<file path="config.mk">
export PLATFORM = sky130hd
export DESIGN_NAME = unary_op_control
export DESIGN_NICKNAME = d
export VERILOG_FILES = /design/src/rtl/unary_op_control.sv
export SDC_FILE = /design/constraint.sdc
export NUM_CORES = 1
export LEC_CHECK = 0
export BUFFER_PORTS_ARGS = -buffer_cell sky130_fd_sc_hd__buf_2
export CAP_MARGIN = 20
export CORE_UTILIZATION = 47
export DETAILED_ROUTE_END_ITERATION = 7
export PLACE_DENSITY = 0.77
export RECOVER_POWER = 100
export SKIP_CTS_REPAIR_TIMING = 1
export SYNTH_ARGS = -nofsm -noshare
export SYNTH_HDL_FRONTEND = slang
export SYNTH_SLANG_ARGS = --single-unit
</file>
<file path="constraint.sdc">
create_clock -name clk -period 1.95 [get_ports clk]
set_input_delay 0.195 -clock clk [delete_from_list [all_inputs] [get_ports clk]]
set_output_delay 0.195 -clock clk [all_outputs]
set_load 0.005 [all_outputs]
</file>
<file path="src/rtl/unary_op_control.sv">
// Control sequencer for the phase-1 datapath: fetches one instruction, then
// executes NOT / NEG Ra,Rb or flags an illegal opcode and aborts.
module unary_op_control #(
  parameter logic [4:0] OP_NOT = 5'b10010,
  parameter logic [4:0] OP_NEG = 5'b10001
) (
  input  logic        clk,
  input  logic        clr,
  input  logic        start,
  input  logic [31:0] ir,
  output logic        pc_out,
  output logic        mar_in,
  output logic        pc_increment,
  output logic        pc_enable,
  output logic        mdr_read,
  output logic        mdr_enable,
  output logic        mdr_out,
  output logic        ir_enable,
  output logic        y_enable,
  output logic        zlo_enable,
  output logic        zlo_out,
  output logic [4:0]  op_code,
  output logic [15:0] reg_enable,
  output logic [15:0] reg_out,
  output logic        busy,
  output logic        done,
  output logic        illegal
);

  typedef enum logic [3:0] {
    S_IDLE    = 4'd0,
    S_T0      = 4'd1,
    S_T1      = 4'd2,
    S_T2      = 4'd3,
    S_T3      = 4'd4,
    S_T4      = 4'd5,
    S_T5      = 4'd6,
    S_T6      = 4'd7,
    S_DONE    = 4'd8,
    S_ILLEGAL = 4'd9
  } state_t;

  state_t state_q, state_d;

  logic [4:0] opc_q;
  logic [3:0] ra_q;
  logic [3:0] rb_q;

  logic        pcOut_q, marIn_q, pcInc_q;
  logic        mdrRead_q, mdrEn_q, mdrOut_q, irEn_q;
  logic        zloEn_q, zloOut_q;
  logic [4:0]  opCode_q;
  logic [15:0] regEn_q, regOut_q;
  logic        busy_q, done_q, illegal_q;

  logic [4:0] irOpc;
  logic [3:0] irRa;
  logic [3:0] irRb;
  logic       irLegal;
  logic [4:0] opcSel;
  logic [3:0] rbSel;

  assign irOpc   = ir[31:27];
  assign irRa    = ir[26:23];
  assign irRb    = ir[22:19];
  assign irLegal = (irOpc == OP_NOT) || (irOpc == OP_NEG);

  // Leaving T3 the latches are only being loaded, so T4 outputs come straight from ir.
  assign opcSel = (state_q == S_T3) ? irOpc : opc_q;
  assign rbSel  = (state_q == S_T3) ? irRb  : rb_q;

  always_comb begin
    state_d = S_IDLE;
    case (state_q)
      S_IDLE:    state_d = start ? S_T0 : S_IDLE;
      S_T0:      state_d = S_T1;
      S_T1:      state_d = S_T2;
      S_T2:      state_d = S_T3;
      S_T3:      state_d = irLegal ? S_T4 : S_ILLEGAL;
      S_T4:      state_d = S_T5;
      S_T5:      state_d = S_T6;
      S_T6:      state_d = S_DONE;
      S_DONE:    state_d = start ? S_T0 : S_IDLE;
      S_ILLEGAL: state_d = S_IDLE;
      default:   state_d = S_IDLE;
    endcase
  end

  // Outputs are registered by decoding the state being entered, so they line up with state_q.
  always_ff @(posedge clk) begin
    if (clr) begin
      state_q   <= S_IDLE;
      opc_q     <= 5'd0;
      ra_q      <= 4'd0;
      rb_q      <= 4'd0;
      pcOut_q   <= 1'b0;
      marIn_q   <= 1'b0;
      pcInc_q   <= 1'b0;
      mdrRead_q <= 1'b0;
      mdrEn_q   <= 1'b0;
      mdrOut_q  <= 1'b0;
      irEn_q    <= 1'b0;
      zloEn_q   <= 1'b0;
      zloOut_q  <= 1'b0;
      opCode_q  <= 5'd0;
      regEn_q   <= 16'd0;
      regOut_q  <= 16'd0;
      busy_q    <= 1'b0;
      done_q    <= 1'b0;
      illegal_q <= 1'b0;
    end else begin
      state_q   <= state_d;
      pcOut_q   <= 1'b0;
      marIn_q   <= 1'b0;
      pcInc_q   <= 1'b0;
      mdrRead_q <= 1'b0;
      mdrEn_q   <= 1'b0;
      mdrOut_q  <= 1'b0;
      irEn_q    <= 1'b0;
      zloEn_q   <= 1'b0;
      zloOut_q  <= 1'b0;
      opCode_q  <= 5'd0;
      regEn_q   <= 16'd0;
      regOut_q  <= 16'd0;
      busy_q    <= (state_d != S_IDLE);
      done_q    <= 1'b0;
      illegal_q <= 1'b0;

      if (state_q == S_T3) begin
        opc_q <= irOpc;
        ra_q  <= irRa;
        rb_q  <= irRb;
      end

      case (state_d)
        S_T0: begin
          pcOut_q <= 1'b1;
          marIn_q <= 1'b1;
          pcInc_q <= 1'b1;
        end
        S_T1: begin
          mdrRead_q <= 1'b1;
          mdrEn_q   <= 1'b1;
        end
        S_T2: begin
          mdrOut_q <= 1'b1;
          irEn_q   <= 1'b1;
        end
        S_T4: begin
          regOut_q <= 16'h0001 << rbSel;
          opCode_q <= opcSel;
        end
        S_T5: begin
          regOut_q <= 16'h0001 << rbSel;
          opCode_q <= opcSel;
          zloEn_q  <= 1'b1;
        end
        S_T6: begin
          zloOut_q <= 1'b1;
          regEn_q  <= 16'h0001 << ra_q;
        end
        S_DONE:    done_q    <= 1'b1;
        S_ILLEGAL: illegal_q <= 1'b1;
        default: ;
      endcase
    end
  end

  assign pc_out       = pcOut_q;
  assign mar_in       = marIn_q;
  assign pc_increment = pcInc_q;
  assign pc_enable    = 1'b0;
  assign mdr_read     = mdrRead_q;
  assign mdr_enable   = mdrEn_q;
  assign mdr_out      = mdrOut_q;
  assign ir_enable    = irEn_q;
  assign y_enable     = 1'b0;
  assign zlo_enable   = zloEn_q;
  assign zlo_out      = zloOut_q;
  assign op_code      = opCode_q;
  assign reg_enable   = regEn_q;
  assign reg_out      = regOut_q;
  assign busy         = busy_q;
  assign done         = done_q;
  assign illegal      = illegal_q;

endmodule
</file>
==> results of run 1 <==
cell type report:
| class | count | area (um^2) |
|---|---|---|
| multi-input combinational | 137 | 817 |
| timing repair buffer | 72 | 369 |
| clock inverter | 1 | 5.00 |
| fill | 421 | 1780 |
| tap | 52 | 65.1 |
| sequential | 62 | 1240 |
| clock buffer | 14 | 163 |
| inverter | 1 | 3.75 |
layout by cell type (no fill, tap or decap), types with 2 or more instances in the layout:
master / netlist / routed
buf_2: 2 / 58
nor2_1: 25 / 25
or2_2: 2 / 2
buf_4: 7 / 5
nand2b_1: 3 / 3
xnor2_1: 2 / 2
a21oi_1: 10 / 10
nor4_1: 15 / 17
nor3_1: 11 / 11
dfxtp_1: 62 / 62
clkbuf_8: 0 / 11
nand2_1: 25 / 25
clkbuf_1: 4 / 11
nor4b_1: 1 / 2
nand4b_1: 2 / 2
conb_1: 1 / 2
mux2i_1: 11 / 11
nor4_2: 5 / 3
nor2b_1: 9 / 9
nor3b_1: 2 / 2
critical path, cell delays in order, from the launching register on:
cell and delay (ns):
dfxtp_1 0.37, or4b_4 0.72, mux2_2 0.38, nor4_1 0.26
power groups by stage:
stage / registers [mW] / logic (mW) / clock network (mW)
global route: 1.29 / 0.154 / 1.03
CTS: 1.29 / 0.138 / 0.979
global placement: 1.32 / 0.136 / 0
finish: 1.29 / 0.139 / 0.959
detailed placement: 1.32 / 0.137 / 0
floorplan: 1.32 / 0.0959 / 0
worst max-delay path by stage:
stage                     slack [ns]          end  cells after the start
after floorplan                 0.26  reg_out[15]                      5
after global placement          0.17   reg_out[3]                      3
after detailed placement        0.16   reg_out[3]                      3
after CTS                       0.12   reg_out[0]                      3
after global routing            0.04   op_code[2]                      5
final                           0.11  reg_out[15]                      3
per-layer routing:
metal	track usage, %	share of wire, %	vias up
met4	10.0	1.8	0
met5	0	0	-
met2	29.8	48	47
met3	5.56	5.3	7
li1	-	-	873
met1	19.6	45	753
logic make-up after synthesis:
logic type | count (synthesis) | synth area share (%)
xor+xnor | 3 | 1.19
simple gates | 105 | 26.2
other cells | 1 | 0.170
mux | 13 | 6.35
buf+inv | 21 | 6.23
flops | 62 | 56.2
compound gates | 14 | 3.68
flip-flops by register name (all words and copies together), names as in the netlist, 4 cells and up:
signal / flops
op_code: 5
opc_q: 5
ra_q: 4
rb_q: 4
reg_enable: 16
reg_out: 16
state_q: 4
metrics by stage:
| step | instances | setup WS (ns) | utilization [%] | cell area [um^2] | hold WS (ns) |
|---|---|---|---|---|---|
| after floorplan | 220 | 0.263 | - | 2210 | 0.313 |
| after global placement | 323 | 0.175 | 56.8 | 2520 | 0.449 |
| after detailed placement | 323 | 0.164 | 56.8 | 2520 | 0.451 |
| after CTS | 338 | 0.120 | 60.5 | 2690 | 0.108 |
| after global routing | 339 | 0.0448 | 59.9 | 2660 | 0.111 |
| final | 339 | 0.108 | 59.9 | 2660 | 0.114 |
==> qor.csv, run 1 <==
stage,metric,value,unit
clock_tree,Worst-path clk slew,0.06,ns
floorplan,Core Box Area,0.00444,mm^2
routing,DRT Pass-1 Iters,6,
min_path,hold path start,start,
sta,unrepaired setup endpoints after global routing,false,
routing,Total Routed Length,4100,um
worst_setup_path,r2r setup slk,0.11,ns
synthesis,Yosys cell types,33,
sta,final count of hold timing violations,0,
pwr,"Power, Total",2.39,mW
worst_setup_path,worst r2r src,state_q[3],
floorplan,die width,70.5,um
sta,max_slew headroom,65.7,%
pwr,Switch Pwr,0.524,mW
synthesis,"EDFF count, synth",0,
worst_setup_path,startpoint class of the critical path,register,
synthesis,Synth top area share,56.2,%
floorplan,# IOs,86,
clock_tree,CTS Buffer Depth,2,
synthesis,Post-synth top cells,"dfxtp_1, nand2_1, nor2_1, nor4_1",
routing,Avg WL per Cell,12.1,um
synthesis,synth top area cells,"dfxtp_1, mux2i_1, nand2_1",
sta,fin crit period,1.84,ns
sta,max frequency,543,MHz
global_route,first-pass GRT wire length,6650,um
sta,fin crit share,94.5,%
sta,# setup viols final,0,
routing,Via density,4.96,
global_route,initial antenna violation count,0,
cells_and_area,diode count,0,
pwr,power per cell area,896,mW/mm^2
routing,via count,1680,
min_path,Hold Crit Depth,3,
synthesis,leading area contributor after synthesis,dfxtp_1,
pwr,Logic pwr share,5.8,%
cells_and_area,Layout Area Growth over Synthesis,20.6,%
routing,DRT antenna net count,0,
min_path,Tightest Hold Check Type,primary input to register,
clock_tree,Worst-Skew Late Latency,0.33,ns
cells_and_area,nets@finish,318,
pwr,P_int,1.86,mW
global_route,vias in the first global route,1568,
pwr,Seq pwr share,54.0,%
synthesis,top-count cell post-synth,dfxtp_1,
clock_tree,CTS root buf,clkbuf_8,
placement,gpl congestion,0.792,
cells_and_area,layout cells sized above 1,29.6,%
worst_setup_path,RR Endpoint,reg_out[15],
placement,HPWL Detailed,2780,um
worst_setup_path,Critical path origin,state_q[3],
pwr,maximum vdd drop,482,uV
routing,initial DRC count,67,
clock_tree,CTS tree,yes,
synthesis,Post-Syn Instances,219,
synthesis,Mapped Area,0.00221,mm^2
run_status,failing checks,design-rule violations,
clock_tree,H-tree Lvls,3,
worst_setup_path,Setup Crit Path Kind,register to register,
floorplan,# rows,24,
pwr,Switching Share,22.0,%
worst_setup_path,crit path DAT,2.07,ns
global_route,global route total overflow,0,
pwr,Clock power frac,40.2,%
floorplan,Initial Utilization,49.7,%
routing,DR DRC count,6,
synthesis,Avg Inst Size Synth,10.1,um^2
sta,Post-Route Skew,0.00880,ns
flow_run,MaxCap Viol Count,0,
synthesis,Yosys reg bits,62,
pwr,P_leak,1.19,nW
synthesis,warnings from Yosys,0,
sta,Worst Tran Pin Value,0.500,ns
global_route,largest net degree at the start of global routing,22,
run_status,status,"finished, violations left",
synthesis,"Primary FF master, synth",dfxtp_1,
worst_setup_path,worst endpoint required time,2.17,ns
worst_setup_path,Reg2Reg Depth,3,
placement,# port buffers,64,
sta,TNS Setup,0,ns
sta,Final Slew Violations,0,
clock_tree,clk sink count,62,
global_route,Tot GR Track Use,17.6,%
synthesis,sequential fraction of the synthesis area,56.2,%
synthesis,post-synthesis async set-or-reset flop share,0,%
clock_tree,cts bufs inserted,9,
worst_setup_path,Crit Path Max Fanout,19,
min_path,Hold Path End,pc_increment,
floorplan,full die area,0.00498,mm^2
worst_setup_path,Worst setup EP type,register,
floorplan,chip height,70.5,um
No activity file was read; power rests on OpenSTA's default activity.
==> run 2, diff against run 1 <==
--- a/config.mk
+++ b/config.mk
@@ -7,6 +7,7 @@
 export LEC_CHECK = 0
 export BUFFER_PORTS_ARGS = -buffer_cell sky130_fd_sc_hd__buf_2
 export CAP_MARGIN = 20
+export CORE_ASPECT_RATIO = 1.1
 export CORE_UTILIZATION = 47
 export DETAILED_ROUTE_END_ITERATION = 7
 export PLACE_DENSITY = 0.77
==> run 2 against run 1 <==
- the flow now finishes without violations
- global-route usage grew 0.88 points
- combinational power is essentially flat
- setup slack lost 0.0025 ns
- register-to-register slack is essentially flat
- utilization grew 0.74 points
- final area grew 0.47%
- first-iteration DRC count grew 39%
- wire length is essentially flat
- via count grew 2.0%
- flip-flop and latch count is the same
- worst hold slack lost 0.0091 ns
- power grew 5.9%
- critical endpoint unchanged
==> qor.csv, run 2 (same netlist as run 1, synthesis figures left out) <==
stage,metric,value,unit,change
run_status,status,"finished, final reports clean",,
floorplan,# rows,25,,+4.2%
sta,Final Slew Violations,0,,unchanged
pwr,P_leak,1.12,nW,-5.7%
routing,DR DRC count,0,,-6
sta,fin crit period,1.84,ns,+0.00250 ns
cells_and_area,fill count,417,,-0.95%
sta,Worst Tran Pin Value,1.02,ns,+0.523 ns
worst_setup_path,crit-path cells,"or4b_4, mux2_1, nor4_2",,
worst_setup_path,CP top delay family,simple AND/OR/NAND/NOR gates,,
routing,DRT Pass-1 Iters,4,,-2
worst_setup_path,Setup Crit Path Kind,register to register,,
placement,HPWL Detailed,2820,um,+1.5%
floorplan,Core Box Area,0.00441,mm^2,-0.76%
pwr,maximum vdd drop,567,uV,+18%
min_path,Tightest Hold Check Type,primary input to register,,
cells_and_area,diode count,0,,unchanged
global_route,largest net degree at the start of global routing,22,,unchanged
worst_setup_path,startpoint class of the critical path,register,,
worst_setup_path,Worst setup EP type,register,,
pwr,Clock power frac,43.7,%,+3.5 points
routing,Avg WL per Cell,12.0,um,-0.64%
sta,fin crit share,94.6,%,+0.13 points
pwr,power per cell area,945,mW/mm^2,+5.4%
global_route,Tot GR Track Use,18.4,%,+0.88 points
floorplan,Initial Utilization,50.1,%,+0.38 points
placement,pre-CTS WS,0.172,ns,+0.00769 ns
pwr,Seq pwr share,51.0,%,-3.0 points
worst_setup_path,crit path DAT,2.08,ns,about the same
cells_and_area,nets@finish,317,,-0.31%
clock_tree,CTS root buf,clkbuf_8,,
pwr,Switch Pwr,0.540,mW,+3.1%
cells_and_area,most frequent cells in the layout,"dfxtp_1, buf_2, clkbuf_1",,
routing,initial DRC count,93,,+39%
clock_tree,Worst-path clk slew,0.07,ns,about the same
sta,unrepaired setup endpoints after global routing,false,,
flow_run,MaxCap Viol Count,0,,unchanged
worst_setup_path,Crit Path Max Fanout,19,,unchanged
pwr,P_int,1.99,mW,+6.7%
sta,# setup viols final,0,,unchanged
worst_setup_path,worst endpoint required time,2.19,ns,+0.02 ns
clock_tree,cts bufs inserted,9,,unchanged
worst_setup_path,Worst Path Buf+Inv,0,,unchanged
sta,TNS Setup,0,ns,unchanged
routing,via count,1714,,+2.0%
floorplan,chip height,73.9,um,+4.7%
worst_setup_path,"slowest stage delay, CP",0.72,ns,about the same
sta,Post-Route Skew,0.00988,ns,+0.00108 ns
routing,DRT antenna net count,0,,unchanged
floorplan,# IOs,86,,unchanged
routing,Total Routed Length,4100,um,about the same
worst_setup_path,CP max stage cell,or4b_4,,
cells_and_area,"most common cell after layout, fill and taps aside",dfxtp_1,,
sta,max_slew headroom,31.6,%,-34 points
sta,worst setup margin,0.106,ns,-0.00250 ns
clock_tree,Worst-Skew Late Latency,0.33,ns,about the same
pwr,Switching Share,21.4,%,-0.59 points
cells_and_area,layout cells sized above 1,24.0,%,-5.6 points
routing,Via density,5.03,,+1.4%
sta,final count of hold timing violations,0,,unchanged
global_route,initial antenna violation count,0,,unchanged
pwr,"Power, Total",2.53,mW,+5.9%
clock_tree,clk sink count,62,,unchanged
floorplan,full die area,0.00498,mm^2,about the same
cells_and_area,Layout Area Growth over Synthesis,21.2,%,
clock_tree,H-tree Lvls,3,,unchanged
clock_tree,CTS Buffer Depth,2,,unchanged
floorplan,die width,67.4,um,-4.5%
placement,# port buffers,64,,unchanged
global_route,first-pass GRT wire length,6680,um,+0.42%
sta,max frequency,542,MHz,-0.14%
pwr,Logic pwr share,5.4,%,-0.4 points
global_route,vias in the first global route,1524,,-2.8%
clock_tree,CTS tree,yes,,
global_route,global route total overflow,0,,unchanged
placement,gpl congestion,0.761,,-4.0%
[run 2: cell types whose count changed in the layout (fill, tap and decap cells not counted), sizes merged]
cell,change
buf,-20
bufinv,+1
clkbuf,+17
clkinv,+2
[run 2: worst paths after layout]
check	from	to	slack (ns)	depth (start not counted)
setup / recovery	state_q[3]	reg_out[15]	0.11	3
hold / removal	ir[26]	ra_q[3]	0.10	3
setup reg to reg	state_q[3]	reg_out[15]	0.11	3
hold reg to reg	opc_q[2]	opc_q[2]	0.49	2
[run 2: stage by stage]
step	util, %	cells	hold slack [ns]	cell area, um^2
after floorplan	-	220	0.313	2210
after global placement	57.2	325	0.446	2520
after detailed placement	57.2	325	0.453	2520
after CTS	61.8	341	0.101	2730
after global routing	60.7	341	0.102	2680
final	60.7	341	0.105	2680
[run 2: cell type report]
type	instances	area, um^2	share of cell area [%]
clock buffer	12	155	5.80
clock inverter	4	45.0	1.68
inverter	1	3.75	0.140
multi-input combinational	137	830	31.0
sequential	62	1240	46.4
tap	54	67.6	2.52
timing repair buffer	71	334	12.5
[run 2: power groups by stage]
stage | Sequential, mW | Combinational, mW | Clock [mW]
detailed placement | 1.32 | 0.139 | 0
global placement | 1.32 | 0.137 | 0
global route | 1.29 | 0.153 | 1.19
floorplan | 1.32 | 0.0959 | 0
finish | 1.29 | 0.136 | 1.10
CTS | 1.29 | 0.140 | 1.13
[run 2: metal layers]
layer	part of all wire, %	GRT usage [%]	wire length (um)
met2	47	29.0	1940
met1	45	21.6	1830
met5	0	0	0
met3	5.6	4.97	228
met4	2.3	12.5	94
[run 2: tightest hold or removal path, stage by stage]
cell     delay [ns]
buf_2          0.10
nand2_1        0.05
a21oi_1        0.05
